$ cat src/rtl/enable_pattern_gen.sv
// enable_pattern_gen
//   Clocked on/off enable pattern for a downstream counter: on_len cycles
//   high, off_len cycles low, repeated burst_cnt times (0 = until stop).
//   Started and aborted by single-cycle pulses; done pulses on natural end.
//
// Optional feature macro: ENPAT_STATUS_EN adds the burst_idx status port.
//
// Ports
//   clk        in   rising-edge clock
//   rst_n      in   asynchronous active-low reset
//   start      in   single-cycle start request
//   stop       in   single-cycle abort request
//   on_len     in   [LEN_W]   enable-high cycles per burst
//   off_len    in   [LEN_W]   enable-low cycles between bursts
//   burst_cnt  in   [BURST_W] number of bursts, 0 = infinite
//   enable     out  registered enable for the counter
//   busy       out  registered, high in ON/OFF
//   done       out  one-cycle pulse on natural completion
//   burst_idx  out  [BURST_W] zero-based burst index (ENPAT_STATUS_EN only)
//
// state | meaning
// IDLE  | waiting for an accepted start; enable=0, busy=0
// ON    | enable high, counting down the on phase
// OFF   | enable low, counting down the gap before the next burst
module enable_pattern_gen #(
  parameter int LEN_W   = 8,
  parameter int BURST_W = 4
) (
  input  logic               clk,
  input  logic               rst_n,
  input  logic               start,
  input  logic               stop,
  input  logic [LEN_W-1:0]   on_len,
  input  logic [LEN_W-1:0]   off_len,
  input  logic [BURST_W-1:0] burst_cnt,
  output logic               enable,
  output logic               busy,
  output logic               done
`ifdef ENPAT_STATUS_EN
  ,
  output logic [BURST_W-1:0] burst_idx
`endif
);

  typedef enum logic [1:0] {
    S_IDLE = 2'd0,
    S_ON   = 2'd1,
    S_OFF  = 2'd2
  } state_t;

  state_t             state_q, state_d;
  logic [LEN_W-1:0]   phase_q, phase_d;
  logic [LEN_W-1:0]   on_q, on_d;
  logic [LEN_W-1:0]   off_q, off_d;
  logic [BURST_W-1:0] bcnt_q, bcnt_d;
  logic [BURST_W-1:0] bursts_q, bursts_d;
  logic [BURST_W-1:0] bursts_inc;
  logic               enable_q, busy_q, done_q;
  logic               done_d;

  assign bursts_inc = bursts_q + BURST_W'(1);

  // Phase counter is a down-counter loaded with length-1, so the
  // transition happens on the edge where it is already at zero.
  always_comb begin
    state_d  = state_q;
    phase_d  = phase_q;
    on_d     = on_q;
    off_d    = off_q;
    bcnt_d   = bcnt_q;
    bursts_d = bursts_q;
    done_d   = 1'b0;
    case (state_q)
      S_IDLE: begin
        if (start && !stop && (on_len != '0)) begin
          state_d  = S_ON;
          on_d     = on_len;
          off_d    = off_len;
          bcnt_d   = burst_cnt;
          phase_d  = on_len - LEN_W'(1);
          bursts_d = '0;
        end
      end
      S_ON: begin
        if (stop) begin
          state_d  = S_IDLE;
          phase_d  = '0;
          bursts_d = '0;
        end else if (phase_q == '0) begin
          if ((bcnt_q != '0) && (bursts_inc == bcnt_q)) begin
            state_d  = S_IDLE;
            done_d   = 1'b1;
            bursts_d = '0;
          end else if (off_q == '0) begin
            // No gap: the next burst starts straight away, enable stays high.
            bursts_d = bursts_inc;
            phase_d  = on_q - LEN_W'(1);
          end else begin
            state_d  = S_OFF;
            bursts_d = bursts_inc;
            phase_d  = off_q - LEN_W'(1);
          end
        end else begin
          phase_d = phase_q - LEN_W'(1);
        end
      end
      S_OFF: begin
        if (stop) begin
          state_d  = S_IDLE;
          phase_d  = '0;
          bursts_d = '0;
        end else if (phase_q == '0) begin
          state_d = S_ON;
          phase_d = on_q - LEN_W'(1);
        end else begin
          phase_d = phase_q - LEN_W'(1);
        end
      end
      default: begin
        state_d  = S_IDLE;
        phase_d  = '0;
        bursts_d = '0;
      end
    endcase
  end

  // Outputs are registered from the next state so they line up with it.
  always_ff @(posedge clk or negedge rst_n) begin
    if (!rst_n) begin
      state_q  <= S_IDLE;
      phase_q  <= '0;
      on_q     <= '0;
      off_q    <= '0;
      bcnt_q   <= '0;
      bursts_q <= '0;
      enable_q <= 1'b0;
      busy_q   <= 1'b0;
      done_q   <= 1'b0;
    end else begin
      state_q  <= state_d;
      phase_q  <= phase_d;
      on_q     <= on_d;
      off_q    <= off_d;
      bcnt_q   <= bcnt_d;
      bursts_q <= bursts_d;
      enable_q <= (state_d == S_ON);
      busy_q   <= (state_d != S_IDLE);
      done_q   <= done_d;
    end
  end

  assign enable = enable_q;
  assign busy   = busy_q;
  assign done   = done_q;

`ifdef ENPAT_STATUS_EN
  // Cleared on every return to IDLE, so it reads 0 whenever busy is low.
  assign burst_idx = bursts_q;
`endif

endmodule

$ cat config.mk
export PLATFORM = sky130hd
export DESIGN_NAME = enable_pattern_gen
export DESIGN_NICKNAME = d
export VERILOG_FILES = /design/src/rtl/enable_pattern_gen.sv
export SDC_FILE = /design/constraint.sdc
export NUM_CORES = 1
export LEC_CHECK = 0
export ABC_AREA = 1
export CAP_MARGIN = 20
export CORE_AREA = 5 5 79 81
export CTS_CLUSTER_DIAMETER = 40
export DETAILED_ROUTE_END_ITERATION = 8
export DIE_AREA = 0 0 84 86
export PLACE_DENSITY = 0.7
export RECOVER_POWER = 100
export SLEW_MARGIN = 40
export SYNTH_ARGS = -nofsm -noshare
export SYNTH_HDL_FRONTEND = slang
export SYNTH_SLANG_ARGS = --single-unit
$ cat constraint.sdc
create_clock -name clk -period 4.9 [get_ports clk]
set_input_delay 0.98 -clock clk [delete_from_list [all_inputs] [get_ports clk]]
set_output_delay 0.98 -clock clk [all_outputs]
set_load 0.005 [all_outputs]
==> impl_metrics.yaml <==
outcome:
  status: "finished, violations left"
  violations: "max-capacitance violations, max-slew violations"
setup_path:
  path_cells: "dlygate4sd3_1 -> inv_1 -> ha_1 -> nand4_1 -> nand3_1 -> inv_1 -> o21ai_0"
  cp-end-kind: "flop"
  cp_top_family: "buffers and inverters"
  r2r_end: "phase_q[7]"
  regToRegStartpoint: "phase_q[0]"
  crit_path_top_delay_cell: "inv_1"
  reg2reg_depth: 11
  crit_path_max_incr_delay_ns: 0.62
  cp-start-kind: "input pin"
  crit_type: "input pin to flop"
  cp_data_arrival_time_ns: 3.14
  required_ns: 5.06
  reg2reg_slack_ns: 2.59
  cp.buffers_inverters: 3
  cp_max_fo: 23
  cp_common_cell: "inv_1"
timing:
  whs_ns: 0.5053
  setup_viol: 0
  max_freq_mhz: 335.6
  timing.clock.skew_ns: 0.01288
  fin_setup_tns_ns: 0
  layout_min_cycle_time_ns: 2.979
  drv_slew: 38
  worstMarginPinSlew_ns: 1.888
  fin_crit_sh_pct: 60.80
  final_hold_viol_count: 0
  slew_headroom_pct: -25.87
  rsz0062_at_grt: "no"
min_path:
  min_to: "on_q[1]"
  hp-start: "on_q[1]"
  hp-class: "flop to flop"
  holdPathStages: 2
routing:
  avgViaCountPerCell: 5.161
  drt-initial-drc-count: 180
  antenna_left: 0
  drt-wirelength-per-cell_um: 12.37
  wl_um: 6149
  firstDrtPassIters: 5
  vias: 2565
  drcViolationCount: 0
clocking:
  cts_tree: "yes"
  clk_latency_ns: 0.30
  clockBufferDepth: 2
  htree_num_levels: 2
  ctsHoldBuffers: 0
  root_buffer: "clkbuf_8"
  cts.clk_slew.worst_paths_ns: 0.08
  cts_sinks: 37
  postCtsSetupBuffers: 0
  post_cts_resized: 0
  cts_buffers: 5
finish:
  fillers: 560
  fin_nets: 454
  final_cell_mix: "nand2_1, inv_1, dfrtp_1, o21ai_0, nand3_1"
  num_antenna_cells: 0
  layout_commonest_cell: "nand2_1"
  postLayoutCoreUtil_pct: 55.19
  layout-drive-gt1-share_pct: 6.824
  area_growth_pct: 13.04
power_and_ir_drop:
  clockPowerShare_pct: 16.9
  p_int_uw: 713.1
  netSwitchingPower_uw: 616.8
  power_frac_seq_pct: 36.7
  powerDensity_nw_per_um2: 445.8
  swShare_pct: 46.38
  p_leak_nw: 1.521
  irDropWorstVdd_mv: 0.1950
  p_comb_share_pct: 46.4
global_route:
  met1_usage_pct: 23.71
  grt_most_used_layer: "met2"
  antenna_found_initial: 0
  grt_max_degree: 38
  grt_util_met2_pct: 29.86
  grt_remaining_overflow: 0
  first_global_vias: 2290
  grtUsageTotal_pct: 17.85
  grt_use_met3_pct: 3.170
  grt_pass1_wl_um: 10540
logic_synthesis:
  netlist_instances: 396
  yosys_warnings: 0
  synthTopCellsByArea: "dfrtp_1, nand2_1, inv_1"
  yosysSeqAreaShare_pct: 35.09
  synth_ff_type: "dfrtp_1"
  synth.ff_latch_count: 37
  yosysTopAreaCellShare_pct: 35.09
  postSynth.asyncResetShare_pct: 100.0
  netlist.top_cell.by_area: "dfrtp_1"
  synthesis.area_um2: 2639
  synth_cell_types: 27
  synthesis.nets: 426
  synth_edf_count: 0
  synth_area_per_cell_um2: 6.664
die:
  start_util_pct: 48.82
  die_area_um2: 7224
  core.rowCount: 27
  core_um2: 5405
  die_width_um: 84
  die_y_um: 86
  pin_count: 27
place:
  detailed_place_hpwl_um: 4794
  io_buffers: 26
  gp_congestion: 0.9095
flow_run:
  drv_cap: 1
[sequential cells by signal (all words and copies together) (netlist names)]
signal	flops
enable	1
bursts_q	4
busy	1
on_q	8
bcnt_q	4
done	1
off_q	8
phase_q	8
state_q	2
[layer usage]
metal | part of all wire, % | up-vias
met5 | 0 | -
met4 | 1.8 | 0
met3 | 5.9 | 13
met2 | 45 | 89
met1 | 47 | 1153
li1 | - | 1310
[cells by family (layout without fill, tap and decap cells)]
group                      Yosys count  count (layout)  share of synthesized area (%)
and+or+nand+nor                    224             224                          38.41
xor gates and xnor gates             1               1                         0.3320
DFF                                 37              37                          35.09
buffers and inverters               68              97                          10.86
adders and majority gates            6               6                          2.845
AOI/OAI and AO/OA                   60              60                          12.47
[per-stage QoR]
step | worst slack, ns | cell area, um2 | std cells | total power [mW]
final | 1.921 | 2983 | 497 | 1.330
after global routing | 1.671 | 2983 | 497 | 1.451
after CTS | 2.421 | 3024 | 497 | 1.348
after detailed placement | 2.109 | 2934 | 489 | 1.118
after global placement | 2.153 | 2934 | 489 | 1.112
after floorplan | 2.927 | 2639 | 396 | 0.9661
[area by class of cell]
cell class | instances | area (um2) | share of cell area (%)
Clock inverter | 3 | 21.27 | 0.7131
Sequential cell | 37 | 925.9 | 31.04
Inverter | 63 | 236.5 | 7.928
Multi-Input combinational cell | 291 | 1386 | 46.48
Timing Repair Buffer | 26 | 254.0 | 8.515
Clock buffer | 5 | 68.82 | 2.307
Tap cell | 72 | 90.09 | 3.020
[how the worst max path moves through the flow]
stage                     startpoint          to  slack [ns]  cells past startpoint
after CTS                  on_len[0]    off_q[1]        2.42                      8
after global routing       on_len[0]    off_q[3]        1.67                      7
after global placement     on_len[0]    off_q[7]        2.15                      8
after floorplan            on_len[2]  phase_q[0]        2.93                     10
final                      on_len[0]    off_q[5]        1.92                      7
after detailed placement   on_len[0]    off_q[1]        2.11                      8
[Yosys cell counts, types with 2 or more instances]
| library cell | n |
|---|---|
| a21oi_1 | 14 |
| a31oi_1 | 2 |
| buf_6 | 4 |
| dfrtp_1 | 37 |
| ha_1 | 6 |
| inv_1 | 54 |
| inv_2 | 9 |
| nand2_1 | 135 |
| nand2_2 | 5 |
| nand2_4 | 2 |
| nand3_1 | 30 |
| nand3_2 | 3 |
| nand4_1 | 8 |
| nand4_2 | 2 |
| nor2_1 | 28 |
| nor2_2 | 3 |
| nor2_4 | 5 |
| nor3_1 | 2 |
| o211ai_1 | 3 |
| o21ai_0 | 25 |
| o21ai_1 | 13 |
[power by group through the flow]
stage               Clock (mW)  Combinational, mW  Sequential (mW)
floorplan                    0              0.495            0.471
detailed placement           0              0.627            0.491
global route             0.242              0.705            0.505
finish                   0.225              0.617            0.488
CTS                      0.230              0.630            0.488
global placement             0              0.620            0.492
[tightest hold or removal path: cells and delay by family, from the launching register on]
family | cells | cell delay (ns)
flops | 1 | 0.36
simple gates | 1 | 0.06
compound gates | 1 | 0.06
Note: power is estimated with default switching activity, not from simulation.
